## config.mk

```make
export PLATFORM = sky130hd
export DESIGN_NAME = axil2reg_rd_pipe
export DESIGN_NICKNAME = d
export VERILOG_FILES = /design/src/rtl/axil2reg_rd_pipe.sv
export SDC_FILE = /design/constraint.sdc
export NUM_CORES = 1
export LEC_CHECK = 0
export ABC_AREA = 1
export BUFFER_PORTS_ARGS = -buffer_cell sky130_fd_sc_hd__buf_2
export CAP_MARGIN = 0
export CORE_MARGIN = 1
export CORE_UTILIZATION = 55
export DETAILED_ROUTE_END_ITERATION = 8
export HOLD_SLACK_MARGIN = 0.12
export PLACE_DENSITY = 0.79
export REMOVE_ABC_BUFFERS = 1
export SETUP_SLACK_MARGIN = 0.4
export SLEW_MARGIN = 0
export SYNTH_ARGS = -nofsm -noshare
export SYNTH_HDL_FRONTEND = slang
export SYNTH_SLANG_ARGS = --single-unit
```

## constraint.sdc

```tcl
create_clock -name clk -period 3.6 [get_ports clk]
set_input_delay 0.72 -clock clk [delete_from_list [all_inputs] [get_ports clk]]
set_output_delay 0.72 -clock clk [all_outputs]
set_load 0.1 [all_outputs]
```

## src/rtl/axil2reg_rd_pipe.sv

```systemverilog
// Pipelined AXI4-Lite read channel to register-interface bridge.
// Up to DEPTH reads outstanding, fixed-latency register file, in-order responses.
module axil2reg_rd_pipe #(
    parameter int ADDR_WIDTH = 32,
    parameter int DATA_WIDTH = 32,
    parameter int RD_LATENCY = 1,
    parameter int DEPTH      = 4
) (
    input  logic                  clk,
    input  logic                  rst,
    input  logic [ADDR_WIDTH-1:0] s_axil_araddr,
    input  logic [2:0]            s_axil_arprot,
    input  logic                  s_axil_arvalid,
    output logic                  s_axil_arready,
    output logic [DATA_WIDTH-1:0] s_axil_rdata,
    output logic [1:0]            s_axil_rresp,
    output logic                  s_axil_rvalid,
    input  logic                  s_axil_rready,
    output logic [ADDR_WIDTH-1:0] reg_rd_addr,
    output logic                  reg_rd_en,
    input  logic [DATA_WIDTH-1:0] reg_rd_data,
    input  logic                  reg_rd_okay
);
    localparam int ALIGN_BITS = $clog2(DATA_WIDTH / 8);
    localparam int CNT_W      = $clog2(DEPTH + 1);
    localparam int PTR_W      = $clog2(DEPTH);
    localparam int WORD_W     = DATA_WIDTH + 2;

    generate
        if (RD_LATENCY < 1) begin : g_bad_latency
            $error("axil2reg_rd_pipe: RD_LATENCY must be >= 1");
        end
        if (DEPTH < 2 || (DEPTH & (DEPTH - 1)) != 0) begin : g_bad_depth
            $error("axil2reg_rd_pipe: DEPTH must be a power of 2 and >= 2");
        end
        if (DATA_WIDTH != 32 && DATA_WIDTH != 64) begin : g_bad_width
            $error("axil2reg_rd_pipe: DATA_WIDTH must be 32 or 64");
        end
    endgenerate

    logic                  unused_arprot;
    logic [CNT_W-1:0]      cnt_reg;
    logic                  accept;
    logic                  aligned;
    logic                  pop;
    logic [RD_LATENCY-1:0] vld_pipe_reg;
    logic [RD_LATENCY-1:0] vld_pipe_next;
    logic [RD_LATENCY-1:0] bad_pipe_reg;
    logic [RD_LATENCY-1:0] bad_pipe_next;
    logic                  wr_en;
    logic [WORD_W-1:0]     wr_word;
    logic [WORD_W-1:0]     mem [DEPTH];
    logic [PTR_W-1:0]      wr_ptr_reg;
    logic [PTR_W-1:0]      rd_ptr_reg;
    logic [CNT_W-1:0]      body_cnt_reg;
    logic                  body_empty;
    logic                  head_direct;
    logic                  body_push;
    logic                  body_pop;
    logic                  rvalid_reg;
    logic [DATA_WIDTH-1:0] rdata_reg;
    logic [1:0]            rresp_reg;

    assign unused_arprot  = ^s_axil_arprot;

    // Credits are taken at accept, so the response storage can never overflow.
    assign s_axil_arready = (cnt_reg < CNT_W'(DEPTH)) && !rst;
    assign accept         = s_axil_arvalid && s_axil_arready;
    assign aligned        = (s_axil_araddr[ALIGN_BITS-1:0] == '0);
    assign reg_rd_en      = accept && aligned;
    assign reg_rd_addr    = s_axil_araddr;

    assign vld_pipe_next[0] = accept;
    assign bad_pipe_next[0] = accept && !aligned;
    genvar gi;
    generate
        for (gi = 1; gi < RD_LATENCY; gi++) begin : g_stage
            assign vld_pipe_next[gi] = vld_pipe_reg[gi-1];
            assign bad_pipe_next[gi] = bad_pipe_reg[gi-1];
        end
    endgenerate

    always_ff @(posedge clk or posedge rst) begin
        if (rst) begin
            vld_pipe_reg <= '0;
            bad_pipe_reg <= '0;
        end else begin
            vld_pipe_reg <= vld_pipe_next;
            bad_pipe_reg <= bad_pipe_next;
        end
    end

    assign wr_en   = vld_pipe_reg[RD_LATENCY-1];
    assign wr_word = bad_pipe_reg[RD_LATENCY-1] ? {{DATA_WIDTH{1'b0}}, 2'b10}
                                                : {reg_rd_data, (reg_rd_okay ? 2'b00 : 2'b10)};

    // The head register holds the oldest response; the body queue only fills behind it.
    assign pop         = rvalid_reg && s_axil_rready;
    assign body_empty  = (body_cnt_reg == '0);
    assign head_direct = wr_en && (!rvalid_reg || (pop && body_empty));
    assign body_push   = wr_en && !head_direct;
    assign body_pop    = pop && !body_empty;

    always_ff @(posedge clk) begin
        if (body_push) begin
            mem[wr_ptr_reg] <= wr_word;
        end
    end

    always_ff @(posedge clk or posedge rst) begin
        if (rst) begin
            wr_ptr_reg   <= '0;
            rd_ptr_reg   <= '0;
            body_cnt_reg <= '0;
            rvalid_reg   <= 1'b0;
            rdata_reg    <= '0;
            rresp_reg    <= 2'b00;
        end else begin
            if (body_push) begin
                wr_ptr_reg <= wr_ptr_reg + PTR_W'(1);
            end
            if (body_pop) begin
                rd_ptr_reg <= rd_ptr_reg + PTR_W'(1);
            end
            if (body_push && !body_pop) begin
                body_cnt_reg <= body_cnt_reg + CNT_W'(1);
            end else if (body_pop && !body_push) begin
                body_cnt_reg <= body_cnt_reg - CNT_W'(1);
            end

            if (body_pop) begin
                {rdata_reg, rresp_reg} <= mem[rd_ptr_reg];
                rvalid_reg             <= 1'b1;
            end else if (head_direct) begin
                {rdata_reg, rresp_reg} <= wr_word;
                rvalid_reg             <= 1'b1;
            end else if (pop) begin
                rvalid_reg <= 1'b0;
            end
        end
    end

    always_ff @(posedge clk or posedge rst) begin
        if (rst) begin
            cnt_reg <= '0;
        end else if (accept && !pop) begin
            cnt_reg <= cnt_reg + CNT_W'(1);
        end else if (pop && !accept) begin
            cnt_reg <= cnt_reg - CNT_W'(1);
        end
    end

    assign s_axil_rvalid = rvalid_reg;
    assign s_axil_rdata  = rdata_reg;
    assign s_axil_rresp  = rresp_reg;

endmodule

```

Yosys cells after proc, flatten, opt, wreduce, memory -nomap -nowiden
Memory sizes are Yosys's and may differ from the RTL's.
Index checks and enable logic that the tools add are counted.
{"block": "word_totals", "mem_count": 1, "mem_bits_rw": 136, "output_inout_bits": 69, "inputBits": 72, "wordCells": 61, "ff_bits": 47}
{"block": "op_classes", "reduce_logical": 29, "order_cmp": 1, "muxes": 15, "add_sub_neg": 6}
{"memory": "mem", "words": 4, "width": 34, "rd": 1, "rd_ports_with_merged_regs": 0, "wr": 1, "line": "52", "rtl": "logic [WORD_W-1:0] mem [DEPTH];"}
{"operator": "two-way mux 32 bit", "n": 2}
{"operator": "two-way mux 34 bit", "n": 1}
{"operator": "logical AND 1 bit", "n": 13}
{"operator": "two-way mux 3 bit", "n": 4}
{"operator": "zero test 1 bit", "n": 9}
{"operator": "adder 3 x 1 -> 3 bit, second input constant", "n": 2}
{"operator": "two-way mux 2 bit", "n": 3}
{"operator": "nonzero test 2 bit", "n": 3}
{"operator": "subtractor 3 x 1 -> 3 bit, second input constant", "n": 2}
{"operator": "two-way mux 1 bit", "n": 5}
{"operator": "adder 2 x 1 -> 2 bit, second input constant", "n": 2}
{"operator": "zero test 3 bit", "n": 1}
{"operator": "< comparator 3 bit, second input constant", "n": 1}
{"operator": "nonzero test 3 bit", "n": 1}
{"operator": "zero test 2 bit", "n": 1}
{"operator": "logical OR 1 bit", "n": 1}

Depth between registers and ports, before layout
Gate-level depths: netlist (run 1).
{"block": "logic_depth", "ltp_word": 10, "ltp_mapped": 11, "mapped_depth_nobuf": 11}

Worst setup path before layout (run 1)
No wires, ideal clock.
{"block": "synth_path", "path_type": "input -> output", "start": "in rst", "end": "out reg_rd_en", "t_arrival_ns": 4.336, "path_slack_ns": -1.456, "t_required_ns": 2.880, "path_buffers": 0, "path_stages": 3, "cell_sequence": "nor2_1 nand2_1 nor3_1"}
{"block": "synth_via", "elab_chain_cells": 4}
{"element": "start, declared", "line": "10", "rtl": "input logic rst,"}
{"element": "zero test 1 bit (no source line)"}
{"element": "logical AND 1 bit", "line": "67", "rtl": "assign s_axil_arready = (cnt_reg < CNT_W'(DEPTH)) && !rst;"}
{"element": "logical AND 1 bit", "line": "68", "rtl": "assign accept = s_axil_arvalid && s_axil_arready;"}
{"element": "logical AND 1 bit", "line": "70", "rtl": "assign reg_rd_en = accept && aligned;"}
{"element": "end, declared", "line": "20", "rtl": "output logic reg_rd_en,"}
Every way passes these cells.

Worst setup path after layout (run 1)
{"block": "layout_path", "start": "reg body_cnt_reg[0]", "end": "reg body_cnt_reg[2]"}
{"block": "layout_via", "elab_chain_cells": 9, "word_cells_on_any_way": 17, "cone_classes": "add/sub (2); mux (2); reduce/logical (13)"}
{"element": "start, declared", "line": "55", "rtl": "logic [CNT_W-1:0] body_cnt_reg;"}
{"element": "start signal, assigned", "line": "126", "rtl": "body_cnt_reg <= body_cnt_reg + CNT_W'(1);"}
{"element": "start signal, assigned", "line": "128", "rtl": "body_cnt_reg <= body_cnt_reg - CNT_W'(1);"}
{"element": "zero test 3 bit *", "line": "99", "rtl": "assign body_empty = (body_cnt_reg == '0);"}
{"element": "logical AND 1 bit *", "line": "100", "rtl": "assign head_direct = wr_en && (!rvalid_reg || (pop && body_empty));"}
{"element": "logical OR 1 bit *", "line": "100"}
{"element": "logical AND 1 bit *", "line": "100"}
{"element": "zero test 1 bit *", "line": "101", "rtl": "assign body_push = wr_en && !head_direct;"}
{"element": "logical AND 1 bit *", "line": "101"}
{"element": "via body_push", "line": "58", "rtl": "logic body_push;"}
{"element": "zero test 1 bit", "line": "127", "rtl": "end else if (body_pop && !body_push) begin"}
{"element": "logical AND 1 bit", "line": "127"}
{"element": "nonzero test 2 bit (no source line)"}
The timed path passes the listed nets; every way through them passes the cells marked *. The select of a mux whose other input is x is not followed.
A chain may end at the register's enable or synchronous reset.

==> flow_metrics.tcl, run 1 <==
set metrics [dict create \
    yosys_warnings 0 \
    start_util_pct 56.2 \
    post_cts_buffers 0 \
    synthSimpleGateAreaFrac_pct 22.8 \
    nNetsFinal 859 \
    dp_hpwl_mm 10.2 \
    cap_violations 0 \
    first_global_vias 5395 \
    grt_pass1_wl_mm 27.8 \
    top_register "mem" \
    path_depth 11 \
    grt_usage_pct 25.8 \
    p_clk_share_pct 24.5 \
    drt_iter0_drc 384 \
    startpoint "body_cnt_reg[0]$_DFFE_PP0P_" \
    power.leakage_nw 3.74 \
    period_share_pct 66.5 \
    r2r_end "body_cnt_reg[2]$_DFFE_PP0P_" \
    critPathBufInv 3 \
    yosysUniqueCellTypes 25 \
    drive_gt1_share_pct 16.7 \
    grt_max_degree 69 \
    synth_seq_cells 178 \
    max_stage_delay_ns 0.43 \
    muxShareOfSynthArea_pct 0 \
    seqPwrFrac_pct 33.9 \
    syn_area_sq_mm 0.00780 \
    port_buffers 76 \
    required_ns 3.93 \
    root_buffer "clkbuf_16" \
    fin_setup_tns_ns 0 \
    endpoint "body_cnt_reg[2]$_DFFE_PP0P_" \
    report.final.setup_viol 0 \
    tightest_slew_ns 1.17 \
    rsz0062_at_grt "no" \
    netSwitchingFraction_pct 44.9 \
    p_sw_mw 3.64 \
    synth-adder-area-share_pct 1.48 \
    hold_buffers 0 \
    hold_violations 0 \
    ys_seq_area_share_pct 65.6 \
    finClkSkew_ns 0.00646 \
    fmax_ghz 0.418 \
    pwr-share-comb_pct 41.7 \
    crit_family "simple AND/OR/NAND/NOR gates" \
    cts_tree "built" \
    vias 5421 \
    holdCritPathClass "primary input to asynchronous set/reset pin" \
    fin_crit_ns 2.39 \
    regToRegStartpoint "body_cnt_reg[0]$_DFFE_PP0P_" \
    critical_path_arrival_ns 2.72 \
    drt_pass1_iterations 5 \
    clock_sinks 178 \
    insertedDiodeCount 0 \
    status "complete, no violations" \
    cp_max_fo 7 \
    cp_slowest_cell "dfrtp_1" \
    synth-compound-area-share_pct 0.449 \
    cts_made_buffers 17 \
    pin_count 141 \
    die_height_um 121 \
    power.internal_mw 4.46 \
    largest_reg_flops 132 \
    report.final.slew_viol_count 0 \
    reg2reg_slack_ns 1.21 \
    cpMostUsedCell "inv_1" \
    core.rowCount 43 \
    routabilityCongestion 0.768 \
    viasPerCell 5.58 \
    die_w_um 121 \
    crit_type "register to register" \
    die_area_sq_mm 0.0147 \
    post_drt_wl_per_cell_um 18.5 \
    power_density_mw_per_mm2 927 \
    rr_worst_depth 11 \
    antenna_found_initial 0 \
    cp-start-kind "register" \
    clk_pin_slew_ns 0.06 \
    core-area_sq_mm 0.0139 \
    crit_chain "nor2_2, nand3_1, nand2_1, inv_1, ha_1, inv_1, fa_1, inv_1, nand2_1, nand3_1, xnor2_1" \
    routed_wl_mm 18.0 \
    synth.avg_cell_area_sq_um 10.5 \
    end_kind "register" \
    cts_buffer_depth 2 \
    overflow 0 \
    slew_headroom_pct 21.6 \
    cts_resized 0 \
    synth-xor-area-share_pct 0.562 \
    clk_latency_ns 0.43 \
    syn_to_final_growth_pct 12.1 \
    vdd_drop_max_uv 589 \
    synthCells 745 \
    drc 0 \
    synth_top_family_by_area "simple AND/OR/NAND/NOR gates" \
    power_mw 8.10 \
    ant_nets 0 \
    htreeDepth 4 \
]
==> layer usage <==
metal	part of all wire (%)	global-route usage, %
met1	40	33.0
met2	49	40.8
met3	8.7	8.65
met4	1.6	9.72
met5	0	1.47
==> worst reg2reg max path, stage by stage, from the launching register on <==
cell and delay [ns]:
dfrtp_1 0.43, nor2_2 0.23, nand3_1 0.12, nand2_1 0.40, inv_1 0.16, ha_1 0.26, inv_1 0.11, fa_1 0.22
inv_1 0.05, nand2_1 0.06, nand3_1 0.08, xnor2_1 0.20
==> stage by stage <==
stage | setup slack, ns | hold WS (ns) | util (%) | instance area [sq um] | instances
after floorplan | -1.46 | 0.446 | - | 7350 | 671
after detailed placement | 1.04 | 0.500 | 58.3 | 8100 | 940
final | 1.21 | 0.311 | 62.9 | 8740 | 972
after global routing | 1.07 | 0.332 | 62.9 | 8740 | 972
after CTS | 1.21 | 0.327 | 62.9 | 8740 | 972
after global placement | 1.09 | 0.464 | 58.3 | 8100 | 940
==> cells in the final DEF (no fill, tap or decap) <==
cell | Yosys | routed
inv_2 | 1 | 2
edfxtp_1 | 132 | 132
bufinv_16 | 0 | 5
dfrtp_1 | 46 | 45
nand2_1 | 167 | 167
nand3_1 | 193 | 193
clkinvlp_4 | 0 | 5
clkbuf_16 | 0 | 17
nand2_2 | 1 | 1
ha_1 | 6 | 6
nor2_1 | 43 | 38
nor2_2 | 1 | 1
clkinv_4 | 0 | 1
a21oi_4 | 1 | 1
nor2_4 | 0 | 5
o21ai_0 | 2 | 2
inv_1 | 65 | 64
conb_1 | 1 | 1
buf_2 | 20 | 76
o21ai_4 | 0 | 1
clkinv_1 | 2 | 3
buf_4 | 35 | 13
clkinv_2 | 0 | 3
nor3_1 | 1 | 1
xnor2_1 | 4 | 4
nand3b_1 | 1 | 1
dfrtp_2 | 0 | 1
fa_1 | 2 | 2
xor2_1 | 1 | 1
==> cell usage after synthesis <==
library cell	count	area share, %
ha_1	6	0.96
dfrtp_1	46	15
buf_2	20	1.3
nor2_1	43	2.1
fa_1	2	0.51
nand2_1	167	8.0
conb_1	1	0.048
inv_2	1	0.048
clkinv_1	2	0.096
buf_6	2	0.29
xnor2_1	4	0.45
nand3b_1	1	0.096
nand2_2	1	0.080
buf_4	35	3.4
o21ai_2	1	0.11
clkbuf_2	1	0.064
nand3_1	193	12
inv_1	65	3.1
o21ai_0	2	0.13
nor3_1	1	0.064
xor2_1	1	0.11
edfxtp_1	132	51
clkbuf_1	16	0.77
nor2_2	1	0.080
a21oi_4	1	0.21
==> layout make-up <==
type	instances	area, sq um
Clock inverter	15	215
Clock buffer	17	425
Tap cell	180	225
Inverter	68	255
Sequential cell	178	5120
Fill cell	1113	5140
Timing Repair Buffer	89	478
Multi-Input combinational cell	425	2020
==> logic make-up after synthesis <==
group / count (synthesis)
compound gates: 4
xor+xnor: 5
fa+ha+maj: 8
buf+inv: 142
flops: 178
other cells: 1
simple gates: 407
==> power by group through the flow <==
| stage | Sequential (mW) | Clock, mW | Combinational [mW] |
|---|---|---|---|
| floorplan | 4.18 | 0 | 1.16 |
| global placement | 2.76 | 0 | 3.26 |
| detailed placement | 2.78 | 0 | 3.35 |
| CTS | 2.75 | 2.00 | 3.39 |
| global route | 2.78 | 2.07 | 3.60 |
| finish | 2.74 | 1.98 | 3.37 |
==> how the worst min path moves through the flow <==
stage                                      start                      endpoint  slack (ns)  cells after the start
after floorplan           cnt_reg[2]$_DFFE_PP0P_        cnt_reg[2]$_DFFE_PP0P_        0.45                      1
after global placement    cnt_reg[2]$_DFFE_PP0P_        cnt_reg[2]$_DFFE_PP0P_        0.46                      1
after detailed placement  cnt_reg[2]$_DFFE_PP0P_        cnt_reg[2]$_DFFE_PP0P_        0.50                      1
after CTS                                    rst  s_axil_rdata[24]$_DFFE_PP0P_        0.33                      2
after global routing                         rst     wr_ptr_reg[1]$_DFFE_PP0P_        0.33                      2
final                                        rst     rd_ptr_reg[1]$_DFFE_PP0N_        0.31                      2
No activity file was read; power rests on OpenSTA's default activity.
==> run 2, diff against run 1 <==
CORE_UTILIZATION = 50   (was 55)
PLACE_DENSITY = 0.76   (was 0.79)
clock period = 2.1 ns   (was 3.6 ns; I/O delays follow)
==> run 2 against run 1 <==
  * Clock power rose by 71%
  * Die area grew 9.8%
  * Count of clock-buffer cells in the layout is the same
  * Sequential cell count unchanged
==> flow_metrics.tcl, run 2 (synthesis results as in run 1) <==
set metrics [dict create \
    grt_pass1_wl_mm 28.0 \
    start_util_pct 51.3 \
    post_drt_wl_per_cell_um 17.7 \
    fin_crit_ns 1.79 \
    regToRegStartpoint "cnt_reg[2]$_DFFE_PP0P_" \
    nNetsFinal 888 \
    drt_pass1_iterations 6 \
    htreeDepth 4 \
    syn_to_final_growth_pct 18.1 \
    clk_latency_ns 0.43 \
    port_buffers 76 \
    final_common_cell "nand3_1" \
    required_ns 1.68 \
    drc 0 \
    crit_family "flip-flops" \
    cts_tree "built" \
    dp_hpwl_mm 10.5 \
    crit_type "register to output port" \
    p_sw_mw 6.41 \
    p_clk_share_pct 23.7 \
    core-area_sq_mm 0.0152 \
    finClkSkew_ns 0.00582 \
    slew_headroom_pct 44.0 \
    end_kind "output port" \
    core.rowCount 45 \
    ant_nets 0 \
    antenna_found_initial 0 \
    cp_max_fo 2 \
    period_share_pct 85.5 \
    cp-start-kind "register" \
    first_global_vias 5301 \
    crit_chain "nor2_2, nand2_2, nor3_2, buf_6" \
    cts_made_buffers 17 \
    rsz0062_at_grt "yes" \
    top_register "mem" \
    pwr-share-comb_pct 43.0 \
    critical_path_arrival_ns 1.37 \
    die_height_um 127 \
    fin_cells 1009 \
    power.internal_mw 7.86 \
    vdd_drop_max_uv 1010 \
    largest_reg_flops 132 \
    vias 5440 \
    dp.cells 958 \
    setup_ws_ns 0.305 \
    cts_buffer_depth 2 \
    power_mw 14.3 \
    design_area_sq_mm 0.00921 \
    viasPerCell 5.39 \
    routed_wl_mm 17.9 \
    power_density_mw_per_mm2 1550 \
    min_from "s_axil_araddr[0]" \
    tightest_slew_ns 0.838 \
    dpl_cell_area_sq_mm 0.00828 \
    critPathBufInv 1 \
    fmax_ghz 0.557 \
    clk_pin_slew_ns 0.06 \
    root_buffer "clkbuf_16" \
    report.final.slew_viol_count 0 \
    cp_slowest_cell "dfrtp_1" \
    holdCritPathClass "primary input to register" \
    fin_setup_tns_ns 0 \
    status "complete, no violations" \
    die_area_sq_mm 0.0161 \
    insertedDiodeCount 0 \
    pre_cts_ws_ns 0.202 \
    grt_usage_pct 23.1 \
    overflow 0 \
    rr_worst_depth 10 \
    fillerInstances 1177 \
    reg2reg_slack_ns 0.38 \
    pin_count 141 \
    drt_iter0_drc 523 \
    die_w_um 127 \
    grt_max_degree 69 \
    seqPwrFrac_pct 33.2 \
    r2r_end "cnt_reg[2]$_DFFE_PP0P_" \
    drive_gt1_share_pct 22.0 \
    routabilityCongestion 0.764 \
    holdPathStages 3 \
    clock_sinks 178 \
    report.final.setup_viol 0 \
    cap_violations 0 \
    netSwitchingFraction_pct 44.9 \
    hold_violations 0 \
    final_cell_mix "191 x nand3_1, 162 x nand2_1, 132 x edfxtp_1, 70 x buf_2, 59 x inv_1" \
    power.leakage_nw 3.94 \
    holdPathEnd "bad_pipe_reg$_DFF_PP0_" \
    max_stage_delay_ns 0.39 \
]
-- run 2: per-layer routing --
metal,global-route usage (%),vias to the layer above,wire length (um)
li1,-,2584,-
met2,35.7,216,8320
met5,1.24,-,0
met3,7.34,19,1400
met1,31.3,2621,7960
met4,7.00,0,201
-- run 2: worst register-to-register path, delay by kind of cell (launching register included) --
kind          cells  cell delay (ns)
fa+ha+maj         2             0.48
flops             1             0.39
simple gates      4             0.35
buf+inv           3             0.25
xor+xnor          1             0.15
-- run 2: layout make-up --
type	instances	area (sq um)	share of cell area [%]
clock inverter	15	208	2.26
inverter	68	260	2.83
multi-input combinational	425	2100	22.9
tap	188	235	2.55
timing repair buffer	118	856	9.29
sequential	178	5120	55.6
clock buffer	17	425	4.62
-- run 2: worst max path at each step --
stage | to | startpoint | cells past startpoint | slack [ns]
global placement | body_cnt_reg[2]$_DFFE_PP0P_ | s_axil_rready | 10 | 0.22
floorplan | reg_rd_en | rst | 3 | -2.36
detailed placement | cnt_reg[2]$_DFFE_PP0P_ | rst | 10 | 0.20
global route | reg_rd_en | cnt_reg[2]$_DFFE_PP0P_ | 4 | 0.24
CTS | reg_rd_en | cnt_reg[2]$_DFFE_PP0P_ | 4 | 0.27
finish | reg_rd_en | cnt_reg[2]$_DFFE_PP0P_ | 4 | 0.31
-- run 2: power groups by stage --
stage / clock network [mW] / registers [mW] / logic [mW]
after floorplan: 0 / 7.17 / 1.98
after global placement: 0 / 4.79 / 5.69
after detailed placement: 0 / 4.80 / 5.81
after CTS: 3.41 / 4.74 / 5.95
after global routing: 3.54 / 4.80 / 6.61
final: 3.38 / 4.74 / 6.14
-- run 2: what timing repair did --
item,in CTS,in global routing
setup buffers,5,11
resized for setup,20,22
hold buffers,2,0
hold endpoints to repair,17,0
endpoints found under the setup margin,41,106
pin swaps,4,13
cloned,0,1
-- run 2: through the flow --
stage | hold slack [ns] | utilization, %
6_report | 0.272 | 60.6
5_1_grt | 0.269 | 60.6
4_1_cts | 0.263 | 59.4
3_5_place_dp | 0.455 | 54.4
3_3_place_gp | 0.450 | 54.4
2_1_floorplan | 0.446 | -
==> run 3, diff against run 2 <==
CORE_UTILIZATION = 52   (was 50)
CTS_BUF_LIST = sky130_fd_sc_hd__clkbuf_2 sky130_fd_sc_hd__clkbuf_4 sky130_fd_sc_hd__clkbuf_8   (was not set)
PLACE_DENSITY = 0.78   (was 0.76)
==> run 3 against run 2 <==
  * Global-route usage grew 0.12 points
  * Die area down 3.8%
  * Count of clock-buffer cells in the layout up 5
  * Critical path type unchanged
  * Largest cell class unchanged
  * Final cell count fell by 0.99%
==> flow_metrics.tcl, run 3 (synthesis results as in run 1) <==
set metrics [dict create \
    power.leakage_nw 3.81 \
    grt_usage_pct 23.2 \
    ant_nets 0 \
    insertedDiodeCount 0 \
    rsz0062_at_grt "yes" \
    power_density_mw_per_mm2 1460 \
    core.rowCount 44 \
    crit_type "register to output port" \
    clock_sinks 178 \
    max_stage_delay_ns 0.40 \
    routabilityCongestion 0.764 \
    final_common_cell "nand3_1" \
    grt_pass1_wl_mm 27.3 \
    start_util_pct 53.4 \
    root_buffer "clkbuf_8" \
    tightest_slew_ns 0.649 \
    drive_gt1_share_pct 21.5 \
    holdCritPathClass "primary input to register" \
    drt_iter0_drc 484 \
    clk_pin_slew_ns 0.08 \
    drc 0 \
    cts_made_buffers 17 \
    overflow 0 \
    syn_to_final_growth_pct 15.1 \
    critical_path_arrival_ns 1.44 \
    vias 5445 \
    period_share_pct 88.5 \
    drt_pass1_iterations 5 \
    die_area_sq_mm 0.0155 \
    vdd_drop_max_uv 1110 \
    cp_slowest_cell "dfrtp_1" \
    cp_max_fo 2 \
    fin_crit_ns 1.86 \
    antenna_found_initial 0 \
    die_height_um 124 \
    report.final.setup_viol 0 \
    grt_max_degree 69 \
    cts_tree "built" \
    cts_buffer_depth 2 \
    top_register "mem" \
    final_cell_mix "190 x nand3_1, 162 x nand2_1, 132 x edfxtp_1, 59 x inv_1, 47 x buf_2" \
    design_area_sq_mm 0.00897 \
    power_mw 13.1 \
    viasPerCell 5.45 \
    nNetsFinal 882 \
    cap_violations 0 \
    post_drt_wl_per_cell_um 17.6 \
    finClkSkew_ns 0.0120 \
    crit_chain "nor2_2, nand2_2, nor3_2, buf_6" \
    htreeDepth 4 \
    core-area_sq_mm 0.0146 \
    routed_wl_mm 17.5 \
    crit_family "flip-flops" \
    port_buffers 76 \
    cp-start-kind "register" \
    fmax_ghz 0.538 \
    required_ns 1.68 \
    largest_reg_flops 132 \
    report.final.slew_viol_count 0 \
    die_w_um 124 \
    status "complete, no violations" \
    pin_count 141 \
    end_kind "output port" \
    clk_latency_ns 0.47 \
    dpl_cell_area_sq_mm 0.00826 \
    first_global_vias 5205 \
    dp_hpwl_mm 9.97 \
    slew_headroom_pct 56.5 \
    critPathBufInv 1 \
    hold_violations 0 \
    reg2reg_slack_ns 0.39 \
]
## run 3: changes by cell type in the layout (fill, tap and decap cells not counted), moves of 3 or more
cell / before / now
buf_2: 70 / 47
bufinv_16: 4 / 1
clkbuf_4: 5 / 22
clkbuf_8: 0 / 20
clkbuf_16: 18 / 1
## run 3: worst reg2reg max path, delay by kind of cell, from the launching register on
family                     cells  cell delay (ns)
and+or+nand+nor                4             0.35
buffers and inverters          3             0.25
DFF                            1             0.40
xor gates and xnor gates       1             0.13
adders and majority gates      2             0.48
## run 3: final cells by class
| class | instances | area, sq um |
|---|---|---|
| flip-flops and latches | 178 | 5120 |
| repair buffers | 111 | 880 |
| clock inverters | 10 | 85.1 |
| well taps | 184 | 230 |
| inverters | 68 | 258 |
| fillers | 1162 | 5610 |
| clock buffers | 22 | 290 |
| multi-input cells | 426 | 2110 |
## run 3: path summary, 6_finish.rpt
path,startpoint,end,depth (start not counted)
min,s_axil_araddr[0],bad_pipe_reg$_DFF_PP0_,3
min in group asynchronous,rst,s_axil_rvalid$_DFFE_PP0P_,4
max in group asynchronous,rst,rd_ptr_reg[0]$_DFFE_PP0N_,4
max reg2reg,cnt_reg[2]$_DFFE_PP0P_,cnt_reg[2]$_DFFE_PP0P_,10
min reg2reg,cnt_reg[0]$_DFFE_PP0P_,cnt_reg[0]$_DFFE_PP0P_,1
max,cnt_reg[2]$_DFFE_PP0P_,reg_rd_en,4
## run 3: through the flow
step                      std cells  setup TNS (ns)  utilization (%)  hold WS [ns]  setup WS, ns
after floorplan                 671         -150.94                -         0.446         -2.36
after global placement          952               0             56.6         0.475         0.210
after detailed placement        952               0             56.6         0.485         0.176
after CTS                       989               0             60.1         0.210         0.196
after global routing            999               0             61.5         0.270         0.164
final                           999               0             61.5         0.244         0.242
## run 3: layer usage
metal  wire, um  up-vias  global-route usage, %
li1           -     2567                      -
met1       7400     2606                   30.9
met2       8260      250                   35.8
met3       1630       22                   6.53
met4        263        0                   9.64
met5          0        -                   1.31
## run 3: report_power, final
| group | switching, mW | internal (mW) | total [mW] |
|---|---|---|---|
| combinational | 4.69 | 1.51 | 6.20 |
| sequential | 0.310 | 4.39 | 4.70 |
| clock | 1.17 | 1.05 | 2.22 |
## run 3: timing repair
action	4_1_cts	5_1_grt
setup endpoints to repair	48	99
gates resized for setup	30	32
hold buffers	1	0
setup buffers	3	8
gates cloned	1	2
pin swaps	7	9
hold endpoints to repair	46	0
